$ cat src/rtl/om_pkg.sv
// Shared types for the object-range recorder: record layout, FSM states and
// the inclusive last-address helper.
package om_pkg;

  typedef struct packed {
    logic [31:0] first;
    logic [31:0] last;
  } range_rec_t;

  typedef enum logic [1:0] {
    IDLE    = 2'd0,
    IN_CALL = 2'd1,
    EMIT    = 2'd2
  } rec_state_e;

  localparam logic [31:0] NULL_ADDR = 32'h0;

  // base + size - 1 in 33 bits; a carry out saturates to the top of memory.
  function automatic logic [31:0] calc_last(input logic [31:0] base,
                                            input logic [31:0] size);
    logic [32:0] sum;
    sum = {1'b0, base} + {1'b0, size} - 33'd1;
    return sum[32] ? 32'hFFFF_FFFF : sum[31:0];
  endfunction

endpackage

$ cat src/rtl/range_rec_fifo.sv
// Synchronous FIFO of range records; a push into a full FIFO is accepted only
// when a pop happens in the same cycle.
module range_rec_fifo
  import om_pkg::*;
#(
  parameter int DEPTH = 2
) (
  input  logic       clk_i,
  input  logic       rst_ni,
  input  logic       push_i,
  input  range_rec_t data_i,
  input  logic       pop_i,
  output range_rec_t data_o,
  output logic       full_o,
  output logic       empty_o
);

  localparam int AW = $clog2(DEPTH);

  logic [AW:0] wr_ptr_q, rd_ptr_q;
  range_rec_t  mem_q [DEPTH];
  logic        do_push, do_pop;

  assign empty_o = (wr_ptr_q == rd_ptr_q);
  assign full_o  = (wr_ptr_q[AW] != rd_ptr_q[AW]) &&
                   (wr_ptr_q[AW-1:0] == rd_ptr_q[AW-1:0]);
  assign do_pop  = pop_i && !empty_o;
  assign do_push = push_i && (!full_o || do_pop);
  assign data_o  = mem_q[rd_ptr_q[AW-1:0]];

  // Storage is cleared on reset so the head reads zero while empty.
  always_ff @(posedge clk_i or negedge rst_ni) begin
    if (!rst_ni) begin
      wr_ptr_q <= '0;
      rd_ptr_q <= '0;
      for (int i = 0; i < DEPTH; i++) mem_q[i] <= '0;
    end else begin
      if (do_push) begin
        mem_q[wr_ptr_q[AW-1:0]] <= data_i;
        wr_ptr_q <= wr_ptr_q + (AW+1)'(1);
      end
      if (do_pop) rd_ptr_q <= rd_ptr_q + (AW+1)'(1);
    end
  end

endmodule

$ cat src/rtl/alloc_range_recorder.sv
// Captures allocator call size and return base from the commit stream and
// queues {first,last} records. ALLOC_RECORDER_STATS_EN adds record/drop counters.
module alloc_range_recorder
  import om_pkg::*;
#(
  parameter int FIFO_DEPTH = 2,
  parameter int DEPTH_W    = 4
) (
  input  logic        clk_i,
  input  logic        rst_ni,
  input  logic        flush_i,
  input  logic        commit_valid_i,
  input  logic        commit_is_call_i,
  input  logic        commit_is_ret_i,
  input  logic [31:0] commit_target_i,
  input  logic [31:0] a0_i,
  input  logic [31:0] malloc_addr_i,
  output logic        wr_valid_o,
  input  logic        wr_ready_i,
  output logic [31:0] addr_first_o,
  output logic [31:0] addr_last_o,
  output logic        overflow_o,
  output logic        depth_err_o,
  output rec_state_e  state_o
`ifdef ALLOC_RECORDER_STATS_EN
  ,
  output logic [31:0] rec_count_o,
  output logic [31:0] drop_count_o
`endif
);

  localparam logic [DEPTH_W-1:0] DEPTH_MAX = '1;

  rec_state_e         state_q;
  logic [31:0]        size_q, base_q;
  logic [DEPTH_W-1:0] depth_q;
  logic               overflow_q, depth_err_q;

  logic       call_ev, ret_ev, malloc_hit;
  logic       emit, rec_ok, push_req, pop, drop_ovf, sat_err;
  logic       fifo_full, fifo_empty;
  range_rec_t push_rec, head_rec;

  assign call_ev    = commit_valid_i && commit_is_call_i;
  assign ret_ev     = commit_valid_i && commit_is_ret_i;
  assign malloc_hit = call_ev && (commit_target_i == malloc_addr_i) &&
                      (malloc_addr_i != NULL_ADDR);

  // A flush during EMIT discards the captured record along with the state.
  assign emit     = (state_q == EMIT) && !flush_i;
  assign rec_ok   = (size_q != 32'h0) && (base_q != NULL_ADDR);
  assign push_req = emit && rec_ok;
  assign pop      = wr_valid_o && wr_ready_i;
  assign drop_ovf = push_req && fifo_full && !pop;
  assign sat_err  = (state_q == IN_CALL) && !flush_i && call_ev &&
                    (depth_q == DEPTH_MAX);

  assign push_rec.first = base_q;
  assign push_rec.last  = calc_last(base_q, size_q);

  always_ff @(posedge clk_i or negedge rst_ni) begin
    if (!rst_ni) begin
      state_q     <= IDLE;
      size_q      <= '0;
      base_q      <= '0;
      depth_q     <= '0;
      overflow_q  <= 1'b0;
      depth_err_q <= 1'b0;
    end else begin
      if (drop_ovf) overflow_q <= 1'b1;
      if (flush_i) begin
        state_q <= IDLE;
        size_q  <= '0;
        base_q  <= '0;
        depth_q <= '0;
      end else begin
        case (state_q)
          IDLE: begin
            if (malloc_hit) begin
              size_q  <= a0_i;
              depth_q <= '0;
              state_q <= IN_CALL;
            end
          end
          IN_CALL: begin
            if (call_ev) begin
              if (depth_q == DEPTH_MAX) begin
                depth_err_q <= 1'b1;
                state_q     <= IDLE;
              end else begin
                depth_q <= depth_q + DEPTH_W'(1);
              end
            end else if (ret_ev) begin
              if (depth_q != '0) begin
                depth_q <= depth_q - DEPTH_W'(1);
              end else begin
                base_q  <= a0_i;
                state_q <= EMIT;
              end
            end
          end
          EMIT:    state_q <= IDLE;
          default: state_q <= IDLE;
        endcase
      end
    end
  end

  range_rec_fifo #(
    .DEPTH (FIFO_DEPTH)
  ) u_fifo (
    .clk_i   (clk_i),
    .rst_ni  (rst_ni),
    .push_i  (push_req),
    .data_i  (push_rec),
    .pop_i   (pop),
    .data_o  (head_rec),
    .full_o  (fifo_full),
    .empty_o (fifo_empty)
  );

  assign wr_valid_o   = !fifo_empty;
  assign addr_first_o = head_rec.first;
  assign addr_last_o  = head_rec.last;
  assign overflow_o   = overflow_q;
  assign depth_err_o  = depth_err_q;
  assign state_o      = state_q;

`ifdef ALLOC_RECORDER_STATS_EN
  logic [31:0] rec_count_q, drop_count_q;

  always_ff @(posedge clk_i or negedge rst_ni) begin
    if (!rst_ni) begin
      rec_count_q  <= '0;
      drop_count_q <= '0;
    end else begin
      if (pop) rec_count_q <= rec_count_q + 32'd1;
      if ((emit && !rec_ok) || drop_ovf || sat_err)
        drop_count_q <= drop_count_q + 32'd1;
    end
  end

  assign rec_count_o  = rec_count_q;
  assign drop_count_o = drop_count_q;
`endif

endmodule

$ cat config.mk
export PLATFORM = sky130hd
export DESIGN_NAME = alloc_range_recorder
export DESIGN_NICKNAME = d
export VERILOG_FILES = /design/src/rtl/om_pkg.sv /design/src/rtl/range_rec_fifo.sv /design/src/rtl/alloc_range_recorder.sv
export SDC_FILE = /design/constraint.sdc
export NUM_CORES = 1
export LEC_CHECK = 0
export BUFFER_PORTS_ARGS = -buffer_cell sky130_fd_sc_hd__buf_4
export CORE_ASPECT_RATIO = 0.9
export CORE_MARGIN = 8
export CORE_UTILIZATION = 30
export CTS_BUF_LIST = sky130_fd_sc_hd__clkbuf_16
export DETAILED_ROUTE_END_ITERATION = 10
export GPL_ROUTABILITY_DRIVEN = 0
export SYNTH_ARGS = -nofsm -noshare
export SYNTH_HDL_FRONTEND = slang
export SYNTH_SLANG_ARGS = --single-unit
$ cat constraint.sdc
create_clock -name clk_i -period 3.3 [get_ports clk_i]
set_input_delay 0.33 -clock clk_i [delete_from_list [all_inputs] [get_ports clk_i]]
set_output_delay 0.33 -clock clk_i [all_outputs]
set_load 0.1 [all_outputs]
# After elaboration in Yosys (flattened, before gate mapping)
# Cells that the tools add are included.
dict set report word_totals {
  regBits 204
  input_bits 103
  out_inout_bits 69
}
dict set report op_classes {
  addsub 6
  magnitude_cmp 3
  eq_ne 15
  mux 29
  bitwise_logic 3
  reduce_logical 34
}
# op n
set op_table {}
lappend op_table {{$mux W32} 9}
lappend op_table {{$mux W64} 4}
lappend op_table {{$bwmux W128} 1}
lappend op_table {{$reduce_bool A32 Y1} 3}
lappend op_table {{$demux W64 S1} 1}
lappend op_table {{$add A32 B32 Y33} 1}
lappend op_table {{$sub A33 B1 Y33 const B} 1}
lappend op_table {{$eq A32 B32 Y1} 1}
lappend op_table {{$mux W4} 6}
lappend op_table {{$logic_and A1 B1 Y1} 14}
lappend op_table {{$mux W2} 6}
lappend op_table {{$ne A4 B4 Y1 const B} 3}
lappend op_table {{$reduce_and A4 Y1} 3}
lappend op_table {{$ne A4 B3 Y1 const B} 2}
lappend op_table {{$pmux W4 S2} 1}
lappend op_table {{$reduce_bool A2 Y1} 4}
lappend op_table {{$reduce_and A5 Y1} 1}
lappend op_table {{$add A2 B1 Y2 const B} 2}
lappend op_table {{$add A4 B1 Y4 const B} 1}
lappend op_table {{$eq A4 B4 Y1 const B} 1}
lappend op_table {{$ge A2 B2 Y1 const B} 2}
lappend op_table {{$logic_not A1 Y1} 4}
lappend op_table {{$ne A2 B2 Y1 const B} 2}
lappend op_table {{$not A1 Y2} 2}
lappend op_table {{other kinds (15)} 15}

# Longest topological paths before layout
dict set report depth {
  depth_word 6
  ltp_mapped 14
}

# Cells and area by module
# A second synthesis with hierarchy kept.
dict set report unflattened {
  hier_cells 1145
  area_unflattened_um2 12638.4
}
# mod instances cells_per_inst area_per_inst_um2 seq_area_each_um2
set modules_own_cells {}
lappend modules_own_cells {alloc_range_recorder 1 776 6378.6 1801.7}
lappend modules_own_cells {range_rec_fifo 1 369 6259.8 3303.2}

# Worst setup path before layout
# No wires, ideal clock.
dict set report synth_timing {
  path_kind {register to register}
  startpoint {register base_q[1]}
  endpoint {register u_fifo.mem_q[93] (netlist bit)}
  t_arrival_ps 3305
  setup_slack_ps -130
  path_stages_with_launch 14
  n_path_buf 0
  synth_period_minus_slack_ps 3430
  path_cell_list {dfrtp_1 inv_1 ha_1 inv_1 ha_1 fa_1 a211oi_1 o21ai_1 a31oi_2 o311ai_2 a21o_1 and4b_1 or4_1 mux2_2}
}
dict set report synth_between {
  elab_chain_len 4
  word_cells_on_any_way 8
  cone_classes {add/sub (2); mux (2); reduce/logical (4)}
}
# item line
set synth_rtl {}
lappend synth_rtl {{from (decl)} alloc_range_recorder.sv:35} ;# logic [31:0] size_q, base_q;
lappend synth_rtl {{from (signal assigned)} alloc_range_recorder.sv:97} ;# base_q <= a0_i;
lappend synth_rtl {{$add A32 B32 Y33 or $reduce_bool A32 Y1 (tied branches)} {om_pkg.sv:22, alloc_range_recorder.sv:51}}
lappend synth_rtl {{$sub A33 B1 Y33 or $logic_and A1 B1 Y1 (tied branches)} {om_pkg.sv:22, alloc_range_recorder.sv:51}}
lappend synth_rtl {{$mux W32 or $logic_and A1 B1 Y1 (tied branches)} {om_pkg.sv:23, alloc_range_recorder.sv:52}}
lappend synth_rtl {{$bwmux W128 or $logic_and A1 B1 Y1 (tied branches)} {range_rec_fifo.sv:39, range_rec_fifo.sv:28}}
lappend synth_rtl {{to (signal, indexed assignment)} range_rec_fifo.sv:39} ;# mem_q[wr_ptr_q[AW-1:0]] <= data_i;
lappend synth_rtl {{to (decl)} range_rec_fifo.sv:21} ;# range_rec_t mem_q [DEPTH];
# Parallel ways exist; a longest one is shown, timed or not.
# A chain may end at the register's enable or synchronous reset.

# Worst setup path in the final report
dict set report layout_timing {
  startpoint {register size_q[18]}
  endpoint {register u_fifo.mem_q[29] (netlist bit)}
}
dict set report layout_between {
  elab_chain_len 4
  word_cells_on_any_way 8
  cone_classes {add/sub (2); mux (2); reduce/logical (4)}
}
# item line
set layout_rtl {}
lappend layout_rtl {{from (decl)} alloc_range_recorder.sv:35}
lappend layout_rtl {{from (signal assigned)} alloc_range_recorder.sv:80} ;# size_q <= a0_i;
lappend layout_rtl {{$add A32 B32 Y33 or $reduce_bool A32 Y1 (tied branches)} {om_pkg.sv:22, alloc_range_recorder.sv:51}}
lappend layout_rtl {{$sub A33 B1 Y33 or $logic_and A1 B1 Y1 (tied branches)} {om_pkg.sv:22, alloc_range_recorder.sv:51}}
lappend layout_rtl {{$mux W32 or $logic_and A1 B1 Y1 (tied branches)} {om_pkg.sv:23, alloc_range_recorder.sv:52}}
lappend layout_rtl {{$bwmux W128 or $logic_and A1 B1 Y1 (tied branches)} {range_rec_fifo.sv:39, range_rec_fifo.sv:28}}
# Parallel ways exist; a longest one is shown, timed or not.

==> impl_metrics.csv <==
group,metric,value,unit
setup_path,cp-start-kind,"register",
global_routing,grt_use_met1,0.179,
timing,whs,0.0523,ns
synthesis,synth_nets,1426,
timing,fin_worst_skew,0.0155,ns
synthesis,synth_area_leaders,"dfrtp_1 43%, mux2_2 13%, ha_1 6.9%, nand2_1 5.3%, a21oi_1 4.9%",
power_and_ir_drop,intPower,4530,µW
job,cap_violations,0,
power_and_ir_drop,pwr-share-clk,0.386,
drt,ant_nets,0,
drt,drtIter0Drc,412,
synthesis,synth_common_cells,"204 x dfrtp_1, 166 x nand2_1, 136 x inv_1",
placed_design,dp_cells,1956,
cells_and_area,instances_no_fill,2005,
global_routing,busiest_layer,"met2",
setup_path,cp.arrival,3.61,ns
worst_hold_path,min_path_type,"input port to register",
synthesis,ys_seq_area_frac,0.435,
setup_path,crit_fanout,3,
power_and_ir_drop,p_leak,0.00737,µW
timing,finalSetupTns,0,ns
global_routing,grtUsageMet3,0.0415,
power_and_ir_drop,p_seq_frac,0.406,
synthesis,yosys.cell_count.top_type,"dfrtp_1",
timing,hold_viol_final,0,
power_and_ir_drop,power_per_cell_area,421,nW/µm²
clock_network,cts_tree,"yes",
cells_and_area,drive_above_1_share,0.304,
synthesis,synth.distinct_cells,60,
power_and_ir_drop,p_sw_frac,0.281,
clock_network,cts_root_buf,"clkbuf_16",
global_routing,antenna_found_initial,7,
placed_design,dp_hpwl,23900,µm
synthesis,synth_ff_type,"dfrtp_1",
power_and_ir_drop,ir_worst_vdd,0.301,mV
setup_path,worstPathRequired,3.71,ns
synthesis,syn_area_per_cell,9.35,µm²
global_routing,grt_pass1_vias,9740,
clock_network,numCtsBuffers,24,
setup_path,cp-end-kind,"register",
synthesis,syn-instance-count,1256,
floorplanning,num_rows,68,
clock_network,clk_pin_slew,0.05,ns
timing,fin_crit,3.21,ns
timing,slew_violations,0,
drt,wire_per_inst,16.0,µm
setup_path,max_stage_delay,0.55,ns
placed_design,io_buffers,171,
cells_and_area,area_growth,27.4,%
timing,fmax,312,MHz
synthesis,synth_edf_count,0,
outcome,outcome,"complete, no violations",
power_and_ir_drop,p_switching,1770,µW
timing,tightest_slew,1.00,ns
setup_path,cp_slowest_cell,"or4_4",
drt,drc,0,
setup_path,crit_path_cell_trace,"inv_1 > ha_1 > inv_1 > ha_1 > a21oi_2 > o21ai_1 > a21o_1 > a221o_1 > a311oi_2 > a311oi_2 > or4_4 > mux2_2",
timing,relSlewSlack,0.333,
timing,fin_crit_sh,0.972,
global_routing,grt_pass1_wl,51400,µm
global_routing,track_usage,0.137,
synthesis,async_flop_share,1.00,
floorplanning,ios,172,
floorplanning,dieArea,45700,µm²
floorplanning,core_area,38500,µm²
floorplanning,die_w,225,µm
floorplanning,die_h,204,µm
global_routing,grt_max_degree,79,
clock_network,cts_buffer_depth,3,
drt,wirelength,32100,µm
clock_network,clock_latency,0.52,ns
global_routing,overflow,0,
drt,vias,9367,
synthesis,yosysTopAreaCell,"dfrtp_1",
drt,vias_per_cell,4.67,
clock_network,htreeDepth,1,
drt,dr.pass1.iters,5,
timing,finalSetupViolations,0,
setup_path,critPathKind,"register to register",
cells_and_area,nets,1635,
floorplanning,initial_core_util,0.305,
synthesis,synth_warnings,0,
synthesis,syn_area,11700,µm²
power_and_ir_drop,p_comb_frac,0.208,
synthesis,ys_seq_elements,204,
synthesis,netlist.area_leader.share,0.435,
clock_network,clock-sinks,204,
global_routing,grtUsageMet2,0.216,
[logic make-up after synthesis]
group | count (synthesis) | share of synthesized area
AOI/OAI and AO/OA | 229 | 0.117
xor gates and xnor gates | 65 | 0.0485
adders and majority gates | 67 | 0.0727
buffers and inverters | 193 | 0.0622
DFF | 204 | 0.435
muxes | 138 | 0.132
and+or+nand+nor | 360 | 0.133
[worst paths after layout]
check	startpoint	end	slack (ns)	depth (start not counted)
max in group asynchronous	rst_ni	u_fifo.mem_q[103]	2.01	3
setup / recovery	size_q[18]	u_fifo.mem_q[29]	0.09	12
setup reg to reg	size_q[18]	u_fifo.mem_q[29]	0.09	12
hold / removal	a0_i[21]	base_q[21]	0.05	3
min in group asynchronous	rst_ni	u_fifo.mem_q[25]	0.37	2
hold reg to reg	depth_err_o	depth_err_o	0.48	1
[final cells by class]
class / count / area (µm²)
multi-input cells: 859 / 6110
repair buffers: 239 / 1830
inverters: 137 / 514
clock buffers: 25 / 626
well taps: 525 / 657
flip-flops and latches: 204 / 5110
fillers: 3893 / 23500
clock inverters: 15 / 97.6
diodes: 1 / 2.50
[critical path: cells and delay by family, from the launching register on]
family,cells,cell delay [ns]
AO/OA/AOI/OAI,6,1.27
adder cells (fa/ha/maj),2,0.50
buffers and inverters,2,0.10
flip-flops,1,0.40
multiplexers,1,0.27
AND/OR/NAND/NOR,1,0.55
[power groups by stage]
stage	registers (µW)	clock network (µW)	logic [µW]
floorplan	2600	0	775
global placement	2600	0	1220
detailed placement	2600	0	1230
CTS	2560	2520	1240
global route	2560	2620	1470
finish	2560	2430	1310
[flip-flops by register name, summed over array words and instances, names as in the netlist]
| signal | flops |
|---|---|
| u_fifo.mem_q | 128 |
| base_q | 32 |
| size_q | 32 |
| depth_q | 4 |
| state_o | 2 |
| u_fifo.rd_ptr_q | 2 |
| u_fifo.wr_ptr_q | 2 |
| depth_err_o | 1 |
| overflow_o | 1 |
[layout by cell type, fill, tap and decap left out, types with 3 or more instances in the layout]
cell type	instances
a21o_1	16
xor2_1	43
nor2_1	107
nand3_1	13
a21oi_2	7
ha_1	56
dfrtp_2	5
dfrtp_1	199
o21bai_1	5
o31ai_1	4
xnor2_1	22
nand2_1	166
mux2i_1	3
inv_1	140
nand4_1	12
clkinv_1	3
clkbuf_16	25
clkinv_2	4
o21ai_1	3
nor4_1	33
mux2_2	134
o211ai_1	6
a31oi_1	7
or3_1	3
buf_4	234
a21oi_1	107
o21ai_0	44
nor3_1	7
ha_4	7
nor2b_1	4
[layer usage]
metal  vias to the layer above  wire (µm)
li1                       4679          -
met1                      4402      15000
met2                       210      14300
met3                        64       2050
met4                        12        694
met5                         -         83
[repair_timing]
| action | CTS | global route |
|---|---|---|
| hold endpoints to repair | 62 | 0 |
| hold buffers | 1 | 0 |
| setup endpoints to repair | 0 | 60 |
| setup buffers | 0 | 7 |
| gates resized for setup | 0 | 36 |
[per-stage QoR]
step | cell area, µm² | utilization | power [µW] | worst slack [ns]
after floorplan | 11800 | - | 3370 | 0.00805
after global placement | 14000 | 0.364 | 3820 | 0.0490
after detailed placement | 14000 | 0.364 | 3830 | 0.0186
after CTS | 14700 | 0.383 | 6320 | 0.0190
after global routing | 15000 | 0.389 | 6640 | -0.0375
final | 15000 | 0.389 | 6300 | 0.0916
No activity file was read; power rests on OpenSTA's default activity.
